===== src/rtl/logic_unit_arbiter.sv =====
// Round-robin shared bitwise logic unit (AND/OR/XOR/NOR) for NREQ requesters, with a
// one-entry registered result slot drained through a valid/ready handshake.
module logic_unit_arbiter #(
  parameter int unsigned WIDTH = 64,
  parameter int unsigned NREQ  = 4,
  localparam int unsigned IDW  = $clog2(NREQ)
) (
  input  logic                  clk,
  input  logic                  reset,
  input  logic [NREQ-1:0]       req,
  input  logic [NREQ*WIDTH-1:0] opA,
  input  logic [NREQ*WIDTH-1:0] opB,
  input  logic [NREQ*2-1:0]     opSel,
  output logic [NREQ-1:0]       gnt,
  output logic                  resValid,
  input  logic                  resReady,
  output logic [IDW-1:0]        resId,
  output logic [WIDTH-1:0]      result
);

  typedef enum logic [0:0] {StEmpty, StFull} slot_state_e;

  slot_state_e      state_q, state_d;
  logic [WIDTH-1:0] result_q, result_d;
  logic [IDW-1:0]   res_id_q, res_id_d;
  logic [IDW-1:0]   ptr_q, ptr_d;

  logic [WIDTH-1:0] op_a   [NREQ];
  logic [WIDTH-1:0] op_b   [NREQ];
  logic [1:0]       op_sel [NREQ];

  logic             found;
  logic [IDW-1:0]   win;
  logic             can_accept;
  logic             grant_en;
  logic [WIDTH-1:0] lu_res;

  always_comb begin
    for (int unsigned i = 0; i < NREQ; i++) begin
      op_a[i]   = opA[i*WIDTH +: WIDTH];
      op_b[i]   = opB[i*WIDTH +: WIDTH];
      op_sel[i] = opSel[i*2 +: 2];
    end
  end

  // First pending request at or after ptr_q, wrapping modulo NREQ.
  always_comb begin
    int unsigned    idx;
    logic [IDW-1:0] idx_w;
    found = 1'b0;
    win   = '0;
    idx   = 0;
    idx_w = '0;
    for (int unsigned k = 0; k < NREQ; k++) begin
      idx = {{(32-IDW){1'b0}}, ptr_q} + k;
      if (idx >= NREQ) begin
        idx = idx - NREQ;
      end
      idx_w = idx[IDW-1:0];
      if (!found && req[idx_w]) begin
        found = 1'b1;
        win   = idx_w;
      end
    end
  end

  assign can_accept = (state_q == StEmpty) || resReady;
  assign grant_en   = !reset && can_accept && found;

  always_comb begin
    gnt = '0;
    if (grant_en) begin
      gnt[win] = 1'b1;
    end
  end

  always_comb begin
    lu_res = '0;
    unique case (op_sel[win])
      2'b00: lu_res = op_a[win] & op_b[win];
      2'b01: lu_res = op_a[win] | op_b[win];
      2'b10: lu_res = op_a[win] ^ op_b[win];
      2'b11: lu_res = ~(op_a[win] | op_b[win]);
    endcase
  end

  // An accept always (re)loads the slot, so a drain and an accept in the same cycle
  // keep it full with no bubble.
  always_comb begin
    state_d  = state_q;
    result_d = result_q;
    res_id_d = res_id_q;
    ptr_d    = ptr_q;
    if (grant_en) begin
      state_d  = StFull;
      result_d = lu_res;
      res_id_d = win;
      ptr_d    = (win == IDW'(NREQ - 1)) ? '0 : win + IDW'(1);
    end else if ((state_q == StFull) && resReady) begin
      state_d = StEmpty;
    end
  end

  always_ff @(posedge clk) begin
    if (reset) begin
      state_q  <= StEmpty;
      result_q <= '0;
      res_id_q <= '0;
      ptr_q    <= '0;
    end else begin
      state_q  <= state_d;
      result_q <= result_d;
      res_id_q <= res_id_d;
      ptr_q    <= ptr_d;
    end
  end

  assign resValid = (state_q == StFull);
  assign resId    = res_id_q;
  assign result   = result_q;

endmodule


===== config.mk =====
export PLATFORM = sky130hd
export DESIGN_NAME = logic_unit_arbiter
export DESIGN_NICKNAME = d
export VERILOG_FILES = /design/src/rtl/logic_unit_arbiter.sv
export SDC_FILE = /design/constraint.sdc
export NUM_CORES = 1
export LEC_CHECK = 0
export BUFFER_PORTS_ARGS = -buffer_cell sky130_fd_sc_hd__buf_2
export CAP_MARGIN = 20
export CORE_AREA = 2 2 230 232
export CTS_CLUSTER_DIAMETER = 120
export DETAILED_ROUTE_END_ITERATION = 8
export DIE_AREA = 0 0 232 234
export SLEW_MARGIN = 20
export SYNTH_ARGS = -nofsm -noshare
export SYNTH_HDL_FRONTEND = slang
export SYNTH_SLANG_ARGS = --single-unit

===== constraint.sdc =====
create_clock -name clk -period 4.5 [get_ports clk]
set_input_delay 0.9 -clock clk [delete_from_list [all_inputs] [get_ports clk]]
set_output_delay 0.9 -clock clk [all_outputs]
set_load 0.05 [all_outputs]

== Yosys cells after proc, flatten, opt, wreduce, memory -nomap -nowiden ==
Cells that the tools add are included.
Cells by class
  add/sub/neg operators: 8
  $lt $le $gt $ge: 11
  equality and inequality tests: 4
  multiplexer cells: 36
  bitwise gates (word level): 6
  reductions and logical operators: 14
Operator list (count)
  64-bit binary-select mux with 2-bit select: 2
  64-bit two-way mux: 4
  64-bit one-hot mux with 4 select lines: 1
  64-bit AND: 1
  64-bit NOT: 1
  64-bit bitwise OR: 1
  64-bit bitwise XOR: 1
  2-bit two-way mux: 11
  2-bit by 3-bit less-than comparator with 1-bit output, second input constant: 5
  3-bit greater-or-equal comparator, second input constant: 4
  1-bit two-way mux: 11
  1-bit binary-select mux with 2-bit select: 4
  2-bit by 1-bit subtractor with 2-bit output, second input constant: 4
  1-bit logical AND: 7
  2-bit by 2-bit adder with 3-bit output, second input constant: 2
  2-bit == test, second input constant: 3
  2-bit binary-select mux with 2-bit select: 1
  1-bit logical NOT: 4
  4-bit two-way mux: 1
  2-bit by 1-bit adder with 3-bit output, second input constant: 1
  2-bit by 3-bit greater-or-equal comparator with 1-bit output, second input constant: 1
  2-bit NOT with 3-bit output: 1
  2-bit by 1-bit adder with 2-bit output, second input constant: 1
  1-bit demux with 2-bit select: 1
  other kinds (6): 6
Word-level totals
  bits in registers: 69
  logic and storage cells: 83

== Depth between registers and ports, before layout ==
  depth in word-level cells: 21
  mapped depth: 14
  mapped depth without buffers: 11

== Worst setup path before layout ==
No wires, ideal clock.
  path type: input-to-output
  start: input port req[2]
  end: output port gnt[1]
  arrival time: 2.635 ns
  slack: 0.965 ns
  stages on the path: 7
  path buffers: 2
  cells stage by stage: mux2i_1 > nor2_1 > nor3_2 > clkbuf_1 > clkbuf_1 > ha_1 > and2_1
Between the ends
  word-level cells in the longest chain between the ends: 17
RTL lines
  from (decl): line 10  | input logic [NREQ-1:0] req,
  1-bit binary-select mux with 2-bit select: line 60  | if (!found && req[idx_w]) begin
  1-bit two-way mux (not written as such): line 60
  1-bit two-way mux: line 60
  1-bit logical NOT: line 60
  1-bit logical AND: line 60
  1-bit two-way mux: line 60
  1-bit logical NOT: line 60
  1-bit logical AND: line 60
  [... 2 more ...]
  1-bit logical AND: line 60
  2-bit two-way mux (*): line 60
  named net win[0]: line 33  | logic [IDW-1:0] win;
  2-bit by 3-bit less-than comparator with 1-bit output (not written as such) / 2-bit by 1-bit greater-or-equal comparator with 1-bit output (equally long branches): line 73  | gnt[win] = 1'b1;
  1-bit logical AND (not written as such): line 73
  1-bit two-way mux (not written as such): line 73
  1-bit demux with 2-bit select (*): line 73
  4-bit two-way mux (*): line 72  | if (grant_en) begin
  to (decl): line 14  | output logic [NREQ-1:0] gnt,
The timed path passes the listed nets; every way through them passes the cells marked *. The select of a mux whose other input is x is not followed.

== Worst setup path after layout ==
  start: input port req[0]
  end: output port gnt[2]
Between the ends
  word-level cells in the longest chain between the ends: 17
RTL lines (line)
  1-bit binary-select mux with 2-bit select: 60
  1-bit two-way mux (not written as such): 60
  1-bit two-way mux: 60
  1-bit logical NOT: 60
  1-bit logical AND: 60
  1-bit two-way mux: 60
  1-bit logical NOT: 60
  1-bit logical AND: 60
  1-bit two-way mux: 60
  1-bit logical NOT: 60
  1-bit logical AND: 60
  2-bit two-way mux: 60
  2-bit by 3-bit less-than comparator with 1-bit output (not written as such) / 2-bit by 1-bit greater-or-equal comparator with 1-bit output (equally long branches): 73
  1-bit logical AND (not written as such): 73
  1-bit two-way mux (not written as such): 73
  1-bit demux with 2-bit select: 73
  4-bit two-way mux (*): 72
Every way passes the cells marked *; elsewhere a longest branch is shown, timed or not. The select of a mux whose other input is x is not followed.

==> metrics <==
First-pass DRT Iterations 6; leftover overflow at the end of global routing 0; result of the run completed; type of the worst setup path input port to primary output; vias per inst 4.20; die width 232 um; Slew @ Worst Pin roughly 0.69 ns; power consumption 4990 uW; number of buffers added on ports 597; starting density of the core between 20% and 30%; ratio of cells with drive above 1 in the final layout 33.9%; Final GP Congestion 0.820; number of buffers inserted during clock tree synthesis 9; synthesized cell area 10,800 um^2; initial antenna violation count 5; floorplan core area 52,000 um^2; Max rail drop VDD 200 uV; H-Tree Level Count 3; number of top-level pins 598; All-Layer GR Usage 14.8%; TritonCTS clock tree yes; final routed wire length divided by cell count 15.8 um; Total Neg Setup Slack 0 ns; sequential-to-total area share from yosys stat 12.8%; clock latency reported for the late side of the worst-skew pair roughly 0.38 ns; Num Clock Sinks 69; power density normalized to cell area 333 nW/um^2; number of gates resized after CTS 0; Pins Over Slew Limit 0; number of filler instances in the final layout 5,748; post-detailed-placement half-perimeter wirelength 34,200 um; number of warnings issued by yosys 0; total wire length after detailed routing approximately 42,000 um; vertical die dimension 234 um; Total Die Area 54,300 um^2; number of nets in the synthesized netlist 2,068; max-cap violation count 0; post-layout minimum cycle time about 3.6 ns; worst path required time 3.60 ns; Crit Path Max Fanout 66; Worst EP arrival 2.65 ns; hold crit path type flip-flop to flip-flop; pin count of the biggest net entering global routing between 90 and 100; cell count after synthesis 1,409; CTS Root Cell clkbuf_16; hold violation count in the final report 0; RSZ-0062 raised after global routing no; setup bufs post-CTS 0; area delta synth->final 39.2%; Max Clock Freq roughly 280 MHz; commonest non-fill, non-tap cell in the layout buf_2; Rel. slew slack 54.3%; commonest non-fill, non-tap cells in the layout 597 x buf_2, 373 x nand2_1, 370 x mux2i_1; flip-flop and latch count after synthesis 69; remaining routing DRC violations 0; slack of the worst reg-to-reg path 1.39 ns; Setup Viol. Count Final 0; layout net count 2,619; crit path launch type input port; part of the cycle the worst path needs between 70 and 80%; wire length of the first global-routing pass 60,300 um; clock slew seen by the registers of the worst setup and hold paths 0.06 ns; Avg Inst Size Synth 7.63 um^2; number of hold buffers added after CTS 0; Iter 0 DRT Violations just under 300; leakage power summed over all cells 0.00838 uW; number of stages on the worst hold path 2; worst r2r path cells 11; Final ANT Viol Nets 0; Worst Clk Skew 0.00851 ns; row count 84; Via Count 11,200; Clock Tree Buf Depth 2; endpoint type of the worst setup path primary output; via count of the first global-routing pass 10,700; number of distinct library cells after synthesis 30
==> sequential cells by signal, summed over array words and instances, names as in the netlist <==
name      count
ptr_q         2
result       64
resId         2
resValid      1
==> Yosys cell counts <==
master | count | area share, %
nand2_1 | 373 | 13
mux2i_1 | 372 | 35
inv_1 | 176 | 6.1
ha_1 | 132 | 15
and2_1 | 69 | 4.0
dfxtp_1 | 69 | 13
o221ai_1 | 45 | 3.7
buf_2 | 41 | 1.9
clkbuf_1 | 33 | 1.2
o21bai_1 | 19 | 1.3
xor2_1 | 19 | 1.5
a221oi_2 | 10 | 1.4
buf_1 | 10 | 0.35
a221oi_1 | 9 | 0.73
a21oi_1 | 8 | 0.37
buf_4 | 5 | 0.35
nor2_1 | 5 | 0.17
nand2b_1 | 2 | 0.12
a211oi_1 | 1 | 0.070
a21o_1 | 1 | 0.070
buf_6 | 1 | 0.10
clkbuf_2 | 1 | 0.046
clkbuf_4 | 1 | 0.070
inv_2 | 1 | 0.035
nand2_2 | 1 | 0.058
nor3_2 | 1 | 0.093
nor3_4 | 1 | 0.15
nor4_1 | 1 | 0.058
o21a_1 | 1 | 0.070
o22a_1 | 1 | 0.081
==> worst paths after layout <==
path,startpoint,endpoint
worst max register to register,ptr_q[1],result[23]
worst min register to register,result[54],result[54]
worst min-delay path,result[54],result[54]
worst max-delay path,req[0],gnt[2]
==> metrics by stage <==
step	utilization [%]	hold slack [ns]	setup WS, ns	instances	cell area (um^2)
6_report	28.8	0.460	0.947	2657	15000
5_1_grt	28.8	0.470	0.708	2655	15000
4_1_cts	28.8	0.459	0.903	2653	15000
3_5_place_dp	28.1	0.442	0.730	2637	14600
3_3_place_gp	28.1	0.439	0.772	2637	14600
2_1_floorplan	-	0.491	0.965	1409	10800
==> kinds of logic (layout without fill, tap and decap cells) <==
family / after synthesis / in the layout / synth area share [%]
AND/OR/NAND/NOR: 453 / 453 / 17.7
multiplexers: 372 / 372 / 34.6
buffers and inverters: 269 / 825 / 10.2
adder cells (fa/ha/maj): 132 / 132 / 15.4
AO/OA/AOI/OAI: 95 / 95 / 7.78
flip-flops: 69 / 69 / 12.8
XOR/XNOR: 19 / 19 / 1.55
other: 0 / 4 / 0
==> critical path: stages <==
cell and delay (ns):
buf_2 0.13, mux2i_1 0.12, nor2_1 0.08, nor3_4 0.47
inv_6 0.29, ha_1 0.30, and2_1 0.13, buf_2 0.20
==> report_power, final <==
group	switching (uW)	total [uW]	internal, uW
sequential	76.2	831	755
clock	324	881	556
combinational	2010	3280	1270
==> layer usage <==
layer,wire (um),track usage (%),vias to the layer above
met5,33,0,-
met1,18100,17.5,4931
li1,-,-,5777
met3,2860,3.39,41
met2,19800,25.9,397
met4,1110,5.83,4
==> cell type report <==
type	instances	area (um^2)	area share, %
Antenna cell	4	10.0	0.0669
Clock buffer	12	246	1.65
Clock inverter	4	95.1	0.635
Inverter	177	669	4.47
Multi-Input combinational cell	1071	8340	55.7
Sequential cell	69	1380	9.23
Tap cell	688	861	5.75
Timing Repair Buffer	632	3360	22.5
Note: power is estimated with default switching activity, not from simulation.
